File: src/rtl/vga_fb_arbiter.sv
// Single-port framebuffer owner: display scan-out always takes the RAM, a
// request/ack CPU port uses the free cycles, and fetched words become pixels.
//
// state  | meaning
// S_IDLE | no CPU op held; a request is captured into the holding registers
// S_PEND | CPU op held; issued in the first cycle without a display fetch
// S_RESP | cpu_ack pulse; read data forwarded and kept in r_rdata
module vga_fb_arbiter #(
    parameter int H_RES = 640,
    parameter int V_RES = 480,
    parameter int BPP   = 4,
    parameter int PPW   = 4,
    parameter int AW    = 17
) (
    input  logic                 i_clk,
    input  logic                 i_reset,
    input  logic                 i_pix_tick,
    input  logic                 i_video_on,
    input  logic [9:0]           i_x,
    input  logic [9:0]           i_y,
    output logic                 o_ram_en,
    output logic                 o_ram_we,
    output logic [AW-1:0]        o_ram_addr,
    output logic [BPP*PPW-1:0]   o_ram_wdata,
    input  logic [BPP*PPW-1:0]   i_ram_rdata,
    input  logic                 i_cpu_req,
    input  logic                 i_cpu_we,
    input  logic [AW-1:0]        i_cpu_addr,
    input  logic [BPP*PPW-1:0]   i_cpu_wdata,
    output logic                 o_cpu_ack,
    output logic [BPP*PPW-1:0]   o_cpu_rdata,
    output logic                 o_pix_valid,
    output logic [BPP-1:0]       o_pix_rgb
);
    localparam int DW   = BPP * PPW;
    localparam int XLSB = (PPW > 1) ? $clog2(PPW) : 1;

    typedef enum logic [1:0] {S_IDLE, S_PEND, S_RESP} cpu_state_t;

    cpu_state_t      r_state;
    logic            r_we;
    logic [AW-1:0]   r_addr;
    logic [DW-1:0]   r_wdata;
    logic [DW-1:0]   r_rdata;
    logic            r_ack;

    logic [AW-1:0]   r_faddr;
    logic            r_tick_d;
    logic            r_fetch_d;
    logic            r_von_d;
    logic [DW-1:0]   r_shift;
    logic [BPP-1:0]  r_pix_rgb;
    logic            r_pix_valid;

    logic            w_word_start;
    logic            w_dfetch;
    logic            w_frame0;
    logic [AW-1:0]   w_daddr;
    logic            w_cpu_go;

    assign w_word_start = (PPW == 1) ? 1'b1 : (i_x[XLSB-1:0] == '0);
    assign w_dfetch     = i_pix_tick & i_video_on & w_word_start & ~i_reset;
    assign w_frame0     = (i_x == '0) && (i_y == '0);
    // Scan address is a running counter re-synced at the top-left pixel.
    assign w_daddr      = w_frame0 ? '0 : r_faddr;
    assign w_cpu_go     = (r_state == S_PEND) & ~w_dfetch & ~i_reset;

    assign o_ram_en     = w_dfetch | w_cpu_go;
    assign o_ram_we     = w_cpu_go & r_we;
    assign o_ram_addr   = w_dfetch ? w_daddr : (w_cpu_go ? r_addr : '0);
    assign o_ram_wdata  = w_cpu_go ? r_wdata : '0;

    // Read data arrives in the ack cycle itself; afterwards the held copy is shown.
    assign o_cpu_ack    = r_ack;
    assign o_cpu_rdata  = (r_ack & ~r_we) ? i_ram_rdata : r_rdata;
    assign o_pix_valid  = r_pix_valid;
    assign o_pix_rgb    = r_pix_rgb;

    always_ff @(posedge i_clk) begin
        if (i_reset) begin
            r_state     <= S_IDLE;
            r_we        <= 1'b0;
            r_addr      <= '0;
            r_wdata     <= '0;
            r_rdata     <= '0;
            r_ack       <= 1'b0;
            r_faddr     <= '0;
            r_tick_d    <= 1'b0;
            r_fetch_d   <= 1'b0;
            r_von_d     <= 1'b0;
            r_shift     <= '0;
            r_pix_rgb   <= '0;
            r_pix_valid <= 1'b0;
        end else begin
            r_tick_d  <= i_pix_tick;
            r_fetch_d <= w_dfetch;
            r_von_d   <= i_video_on;
            if (w_dfetch)
                r_faddr <= w_daddr + AW'(1);

            // One cycle after each tick: new word unpacks LSB pixel first.
            if (r_tick_d) begin
                r_pix_valid <= r_von_d;
                if (!r_von_d) begin
                    r_pix_rgb <= '0;
                end else if (r_fetch_d) begin
                    r_pix_rgb <= i_ram_rdata[BPP-1:0];
                    r_shift   <= i_ram_rdata >> BPP;
                end else begin
                    r_pix_rgb <= r_shift[BPP-1:0];
                    r_shift   <= r_shift >> BPP;
                end
            end

            r_ack <= 1'b0;
            case (r_state)
                S_IDLE: begin
                    if (i_cpu_req) begin
                        r_we    <= i_cpu_we;
                        r_addr  <= i_cpu_addr;
                        r_wdata <= i_cpu_wdata;
                        r_state <= S_PEND;
                    end
                end
                S_PEND: begin
                    if (!w_dfetch) begin
                        r_ack   <= 1'b1;
                        r_state <= S_RESP;
                    end
                end
                S_RESP: begin
                    if (!r_we)
                        r_rdata <= i_ram_rdata;
                    r_state <= S_IDLE;
                end
                default: r_state <= S_IDLE;
            endcase
        end
    end
endmodule
File: config.mk
export PLATFORM = sky130hd
export DESIGN_NAME = vga_fb_arbiter
export DESIGN_NICKNAME = d
export VERILOG_FILES = /design/src/rtl/vga_fb_arbiter.sv
export SDC_FILE = /design/constraint.sdc
export NUM_CORES = 1
export LEC_CHECK = 0
export ABC_AREA = 1
export BUFFER_PORTS_ARGS = -buffer_cell sky130_fd_sc_hd__buf_2
export CAP_MARGIN = 20
export CORE_MARGIN = 2
export CORE_UTILIZATION = 46
export DETAILED_ROUTE_END_ITERATION = 16
export PLACE_DENSITY = 0.8
export SLEW_MARGIN = 20
export SYNTH_ARGS = -nofsm -noshare
export SYNTH_HDL_FRONTEND = slang
export SYNTH_SLANG_ARGS = --single-unit
File: constraint.sdc
create_clock -name i_clk -period 1.4 [get_ports i_clk]
set_input_delay 0.28 -clock i_clk [delete_from_list [all_inputs] [get_ports i_clk]]
set_output_delay 0.28 -clock i_clk [all_outputs]
set_load 0.005 [all_outputs]
== Word-level counts from Yosys, hierarchy flattened ==
Cells that the tools add are included.

* $add $sub $neg: 1
* Equality and inequality tests: 4
* Muxes and demuxes: 12
* Bitwise operators: 12
* Reduce and logical (&&, ||, !) cells: 10

{| class="wikitable"
|+ Operators with widths
! operator !! number
|-
| $mux W17 || 3
|-
| $mux W16 || 2
|-
| $logic_not A10 Y1 || 2
|-
| $add A17 B1 Y17 const B || 1
|-
| $mux W12 || 1
|-
| $mux W4 || 2
|-
| $reduce_and A2 Y1 || 4
|-
| $and A1 B1 Y1 || 7
|-
| $logic_not A2 Y1 || 2
|-
| $mux W2 || 2
|-
| $ne A2 B2 Y1 const B || 2
|-
| $not A1 Y1 || 4
|-
| $pmux W2 S2 || 1
|-
| $eq A2 B1 Y1 const B || 1
|-
| $eq A2 B2 Y1 const B || 1
|-
| $reduce_or A2 Y1 || 1
|-
| $logic_and A1 B1 Y1 || 1
|-
| $mux W1 || 1
|-
| $or A1 B1 Y1 || 1
|}

* Register bits after elaboration: 94
* Input bits: 75
* Output and inout port bits: 57
* Logic and storage cells: 52

== Logic depth before layout (Yosys ltp) ==
Gate-level depths: netlist (run 1).

* Word-level depth: 8
* Depth in mapped cells: 13

== Worst setup path after synthesis (run 1) ==
Ideal clock, no wire load.

* Path kind: input port to output port
* From: input port i_x[1]
* To: output port o_ram_addr[10]
* Arrival: 1.246 ns
* Slack: -0.126 ns
* Stages on the path: 7
* Path buffers: 2
* Cells stage by stage: nor2_2 -> nand2_1 -> nor2_2 -> nand3_4 -> buf_8 -> buf_2 -> a32o_1

* Word-level cells in the longest chain between the ends: 8
* Elaborated cells between the ends (all ways): 11

{| class="wikitable"
|+ RTL lines
! what !! line !! source
|-
| from (decl) || 19 || <nowiki>input logic [9:0] i_x,</nowiki>
|-
| $logic_not A2 Y1 || 61 || <nowiki>assign w_word_start = (PPW == 1) ? 1'b1 : (i_x[XLSB-1:0] == '0);</nowiki>
|-
| $and A1 B1 Y1 (2 in series) || 62 || <nowiki>assign w_dfetch = i_pix_tick & i_video_on & w_word_start & ~i_reset;</nowiki>
|-
| $not A1 Y1 || 66 || <nowiki>assign w_cpu_go = (r_state == S_PEND) & ~w_dfetch & ~i_reset;</nowiki>
|-
| $and A1 B1 Y1 (2 in series) || 66 ||
|-
| $mux W17 || 70 || <nowiki>assign o_ram_addr = w_dfetch ? w_daddr : (w_cpu_go ? r_addr : '0);</nowiki>
|-
| $mux W17 (*) || 70 ||
|-
| to (decl) || 23 || <nowiki>output logic [AW-1:0] o_ram_addr,</nowiki>
|}

Mark *: on every way between the ends. The rest lies on a longest branch, timed or not.

== Worst setup path in the final report (run 1) ==
* From: register r_state[1]
* To: output port o_ram_addr[16]

* Word-level cells in the longest chain between the ends: 5

{| class="wikitable"
|+ RTL lines
! what !! line !! source
|-
| from (decl) || 40 || <nowiki>cpu_state_t r_state;</nowiki>
|-
| from (signal assigned) || 81 || <nowiki>r_state <= S_IDLE;</nowiki>
|-
| from (signal assigned) || 122 || <nowiki>r_state <= S_PEND;</nowiki>
|-
| from (signal assigned) || 128 || <nowiki>r_state <= S_RESP;</nowiki>
|-
| $eq A2 B1 Y1 || 66 ||
|-
| $and A1 B1 Y1 (2 in series) || 66 ||
|-
| $mux W17 (2 in series) || 70 ||
|}

No other way between the ends.

==> results of run 1 <==
what timing repair did:
item                                    4_1_cts  5_1_grt
hold endpoints to repair                      0        0
gates resized for setup                      61       53
hold buffers                                  0        0
setup buffers                                 3        4
pin swaps                                     6       14
endpoints found under the setup margin       51       69
cloned                                        5        0
placed cells by master, fill, tap and decap left out, types with 2 or more instances in the layout:
master      instances
a21oi_1            57
a21oi_2            12
a32o_1              8
buf_12              5
buf_16              3
buf_2             131
buf_4              26
buf_6               4
clkbuf_8            9
clkinv_1            2
clkinvlp_4          2
dfxtp_1            85
dfxtp_2             4
inv_1              75
inv_2               5
inv_4               2
inv_6               2
nand2_1            73
nand2_2            13
nand2_4             7
nand3_1            24
nand3_2             6
nand3_4             2
nor2_1             82
nor2_2             15
nor2_4             21
nor3_1              3
o211ai_1            8
o21ai_0            49
o21ai_1            14
o21ai_2             4
area by class of cell:
class / instances / area [um2]
fill: 719 / 2960
timing repair inverter: 2 / 10.0
inverter: 83 / 319
multi-input combinational: 406 / 2290
sequential: 90 / 1810
clock inverter: 6 / 67.6
clock buffer: 9 / 124
tap: 108 / 135
timing repair buffer: 170 / 1090
cells in the mapped netlist, drive strengths merged:
master    n  area (um2)
clkbuf   20        75.1
dfxtp    90        1800
nor2    119         510
nor3      4        20.0
a21oi    69         345
o21ai    68         340
and2      1        8.76
clkinv    2        7.51
nand4     1        6.26
a32o      8        80.1
nand3    32         193
buf      13        71.3
o21bai    1        7.51
inv      81         304
nand2    94         385
o211ai    8        60.1
a211oi    1        7.51
worst paths after layout:
| path | to | slack [ps] | depth (start not counted) |
|---|---|---|---|
| hold / removal | r_addr[15] | 140 | 3 |
| setup reg to reg | r_faddr[10] | 90 | 8 |
| hold reg to reg | r_wdata[1] | 460 | 2 |
| setup / recovery | o_ram_addr[16] | -390 | 5 |
cell families (layout without fill, tap and decap cells):
logic type,after synthesis,count (layout),synth area share
flops,90,90,0.427
simple gates,251,251,0.266
buf+inv,116,270,0.108
compound gates,155,155,0.199
per-stage QoR:
stage	hold slack (ps)	area (um2)	util
detailed placement	440	5160	0.586
CTS	127	5640	0.641
floorplan	387	4260	-
global placement	430	5160	0.586
global route	152	5850	0.664
finish	144	5850	0.664
critical path, cell delays in order (launching register included):
cell	delay, ps
dfxtp_2	340
nor3_4	240
nand2_4	150
inv_2	140
a32o_1	170
buf_2	120
routing by layer:
metal  wire (um)  global-route usage  part of all wire  up-vias
met1        4960               0.276              0.41     2061
met5           0                   0                 0        -
met4         204              0.0653             0.017        0
li1            -                   -                 -     2257
met2        6250               0.422              0.51      161
met3         724              0.0467             0.060       24
power by group through the flow:
| stage | combinational (mW) | sequential [mW] | clock, mW |
|---|---|---|---|
| 6_report | 0.729 | 2.74 | 1.78 |
| 5_1_grt | 0.810 | 2.76 | 1.92 |
| 4_1_cts | 0.687 | 2.74 | 1.82 |
| 3_5_place_dp | 0.603 | 2.79 | 0 |
| 3_3_place_gp | 0.581 | 2.78 | 0 |
| 2_1_floorplan | 0.331 | 2.78 | 0 |
sequential cells by signal, summed over array words and instances (netlist names):
register,flops
r_fetch_d,1
r_von_d,1
r_tick_d,1
r_wdata,16
r_addr,17
o_cpu_ack,1
o_pix_rgb,4
o_pix_valid,1
r_faddr,17
r_rdata,16
r_shift,12
r_we,1
r_state,2
==> flow_metrics.tcl, run 1 <==
set metrics [dict create \
    status "complete, but fails checks" \
    violations "setup timing" \
    hold_class "in -> reg" \
    crit_type "reg -> out" \
    critPathCaptureType "primary output" \
    finalHoldViolCount 0 \
    crit-reg2reg-launch "r_faddr[4]" \
    fin_nets 837 \
    fin_cells 874 \
    cellLeakagePower_nw 2.61 \
    first_global_vias 4296 \
    start_kind "flop" \
    min_period_over_period 1.28 \
    clkTransAtPathRegs_ps 100 \
    worst_pin_slew_ps 277 \
    relSlewSlack 0.815 \
    grt_pass1_wl_mm 19.0 \
    yosysWarnings 0 \
    cts_made_buffers 9 \
    period_minus_slack_ps 1790 \
    cts_tree "yes" \
    switching_power_mw 1.42 \
    vdd_drop_max_v 0.000550 \
    setup_viol 51 \
    grt_max_degree 53 \
    drc_errors 0 \
    clk-insertion-delay-late_ps 350 \
    critPathArrivalTime_ps 1510 \
    synth_cell_types 29 \
    synth_nets 687 \
    clock-sinks 90 \
    core_mm2 0.00881 \
    htreeDepth 3 \
    die_y_um 99.8 \
    drtAntennaViolNets 0 \
    die_w_um 99.8 \
    area_delta_synth_final_pct 38.4 \
    fin_skew_ps 16.6 \
    internal_power_mw 3.82 \
    drt-total-wl_mm 12.1 \
    fp-row-count 34 \
    switching_share 0.271 \
    drv_slew 0 \
    p_total_mw 5.25 \
    setup_slack_ps -385 \
    grt_antenna_before_repair 0 \
    insertedDiodeCount 0 \
    place_ws_ps -309 \
    synth.avg_cell_area_um2 6.90 \
    cts_max_path_buffers 2 \
    ys_ff_latch 90 \
    post_synth_inst_count 612 \
    cts-root-buf "clkbuf_8" \
    wl_per_cell_um 13.9 \
    rsz0062_at_grt "true" \
    die-area_mm2 0.00997 \
    clockPowerShare 0.339 \
    start_util 0.480 \
    gp_congestion 0.894 \
    routed_via_density 5.15 \
    synthesis.area_mm2 0.00422 \
    dr.pass1.iters 4 \
    fmax_mhz 560 \
    dpl.hpwl_mm 7.98 \
    grt-ovfl-total 0 \
    portBuffers 131 \
    hold_start "i_cpu_addr[15]" \
    power_frac_seq 0.522 \
    io_pins 132 \
    grt_usage 0.231 \
    placedCellCount 847 \
    crit_path_max_fanout 5 \
    power_density_mw_per_mm2 898 \
    ys_seq_area_frac 0.427 \
    maxCapViolCount 0 \
    critPathRequiredTime_ps 1120 \
    drt_iter0_drc 189 \
    num_vias 4503 \
    critPathLaunch "r_state[1]" \
    drive_gt1_frac 0.369 \
    final.setup.tns_ps -14190 \
    pwr-share-comb 0.139 \
]
Note: power is estimated with default switching activity, not from simulation.
==> run 2: changes to the inputs <==
Settings changed: MAX_ROUTING_LAYER from default to met4.
==> run 2 against run 1 <==
- clock power is essentially flat
- final cell count stayed put
- global-route usage increased by 0.67 points
- critical path type unchanged
- die area stayed put
- sequential share of layout area unchanged
- wire length shrank 0.27%
- power barely moved
- design area did not move
- highest routed layer unchanged
- register-to-register slack hardly changed
- hold slack got worse by 0.97 ps
- sequential power about the same
- count of clock-buffer cells in the layout stayed put
- the flow still finishes with violations (setup timing)
==> flow_metrics.tcl, run 2 (synthesis results as in run 1) <==
set metrics [dict create \
    wl_per_cell_um 13.9 \
    grt_pass1_wl_mm 19.0 \
    switching_share 0.271 \
    final_common_cell "buf_2" \
    die_y_um 99.8 \
    grt_usage 0.238 \
    regToRegSetupSlack_ps 90 \
    power_density_mw_per_mm2 898 \
    grt-ovfl-total 0 \
    final.setup.tns_ps -14160 \
    period_minus_slack_ps 1780 \
    critPathRequiredTime_ps 1120 \
    final_cell_mix "131 x buf_2, 85 x dfxtp_1, 82 x nor2_1" \
    critPathArrivalTime_ps 1500 \
    fin_skew_ps 16.1 \
    reg2reg_depth 8 \
    grt_antenna_before_repair 0 \
    pwr-share-comb 0.139 \
    hold_path_depth 3 \
    die_w_um 99.8 \
    power_frac_seq 0.522 \
    p_total_mw 5.25 \
    final_cell_area_mm2 0.00585 \
    maxCapViolCount 0 \
    clkTransAtPathRegs_ps 100 \
    internal_power_mw 3.82 \
    fp-row-count 34 \
    drive_gt1_frac 0.369 \
    whs_endpoint "r_addr[15]" \
    rsz0062_at_grt "true" \
    crit_type "reg -> out" \
    clockPowerShare 0.338 \
    portBuffers 131 \
    postCtsHoldBufs 0 \
    dr.pass1.iters 4 \
    finalHoldViolCount 0 \
    relSlewSlack 0.820 \
    cellLeakagePower_nw 2.61 \
    cts-root-buf "clkbuf_8" \
    place_ws_ps -309 \
    seqCellArea_mm2 0.00181 \
    fin_nets 837 \
    crit_path_max_fanout 5 \
    hold_start "i_cpu_addr[15]" \
    clk-insertion-delay-late_ps 350 \
    path_cells "nor3_4 > nand2_4 > inv_2 > a32o_1 > buf_2" \
    violations "setup timing" \
    nFillCells 719 \
    min_period_over_period 1.27 \
    num_vias 4530 \
    slowest_stage "dfxtp_2" \
    critPathCaptureType "primary output" \
    drv_slew 0 \
    dpl.hpwl_mm 7.98 \
    io_pins 132 \
    setup_slack_ps -384 \
    cpPeakStageDelay_ps 340 \
    clock-sinks 90 \
    fmax_mhz 560 \
    switching_power_mw 1.42 \
    first_global_vias 4298 \
    critPathLaunch "r_state[1]" \
    cts_made_buffers 9 \
    worst_pin_slew_ps 267 \
    hold_class "in -> reg" \
    regToRegEndpoint "r_faddr[10]" \
    area_delta_synth_final_pct 38.4 \
    drt_iter0_drc 188 \
    die-area_mm2 0.00997 \
    start_kind "flop" \
    setup_viol 51 \
    status "complete, but fails checks" \
    vdd_drop_max_v 0.000549 \
    multi_input_area_mm2 0.00229 \
    crit-reg2reg-launch "r_faddr[4]" \
    final_util 0.664 \
    drc_errors 0 \
    cts_max_path_buffers 2 \
    placed_cell_area_mm2 0.00516 \
    drt-total-wl_mm 12.1 \
    cts_tree "yes" \
    routed_via_density 5.18 \
    grt_max_degree 53 \
    core_mm2 0.00881 \
    top_regs "r_addr x17, r_faddr x17" \
    drtAntennaViolNets 0 \
    gp_congestion 0.909 \
    htreeDepth 3 \
    start_util 0.480 \
    insertedDiodeCount 0 \
]
==> run 2: power groups by stage <==
stage | combinational (mW) | clock (mW) | sequential, mW
3_3_place_gp | 0.581 | 0 | 2.78
5_1_grt | 0.811 | 1.91 | 2.76
6_report | 0.730 | 1.78 | 2.74
4_1_cts | 0.687 | 1.82 | 2.74
2_1_floorplan | 0.331 | 0 | 2.78
3_5_place_dp | 0.603 | 0 | 2.79
==> run 2: timing repair <==
action | CTS | global route
setup endpoints to repair | 51 | 70
pin swaps | 6 | 14
endpoints found under the hold margin | 0 | 0
resized for setup | 61 | 54
gates cloned | 5 | 0
buffers inserted | 3 | 4
==> run 2: stage by stage <==
stage,std cells,hold slack (ps)
floorplan,612,387
global placement,847,430
detailed placement,847,440
CTS,870,127
global route,874,152
finish,874,143
==> run 2: worst max-delay path: cells and delay by family, from the launching register on <==
kind                   cells  cell delay (ps)
and+or+nand+nor            2              390
DFF                        1              340
AOI/OAI and AO/OA          1              170
buffers and inverters      2              260
==> run 2: worst max-delay path by stage <==
stage | to | slack [ps] | cells past startpoint
floorplan | o_ram_addr[10] | -90 | 7
global placement | o_ram_addr[15] | -270 | 8
detailed placement | r_faddr[15] | -310 | 13
CTS | o_ram_wdata[7] | -390 | 6
global route | o_ram_addr[0] | -440 | 6
finish | o_ram_addr[16] | -380 | 5
==> run 2: routing by layer <==
metal,vias up,wire length [um],global-route usage
met5,-,0,-
met4,0,210,0.0653
met3,24,647,0.0432
met2,168,6230,0.423
met1,2081,5020,0.277
li1,2257,-,-
==> run 2: cell type report <==
class                   count  share of cell area
repair inverters            2             0.00171
clock inverters             6              0.0116
repair buffers            170               0.187
inverters                  83              0.0546
flip-flops and latches     90               0.310
clock buffers               9              0.0212
multi-input cells         406               0.391
well taps                 108              0.0231
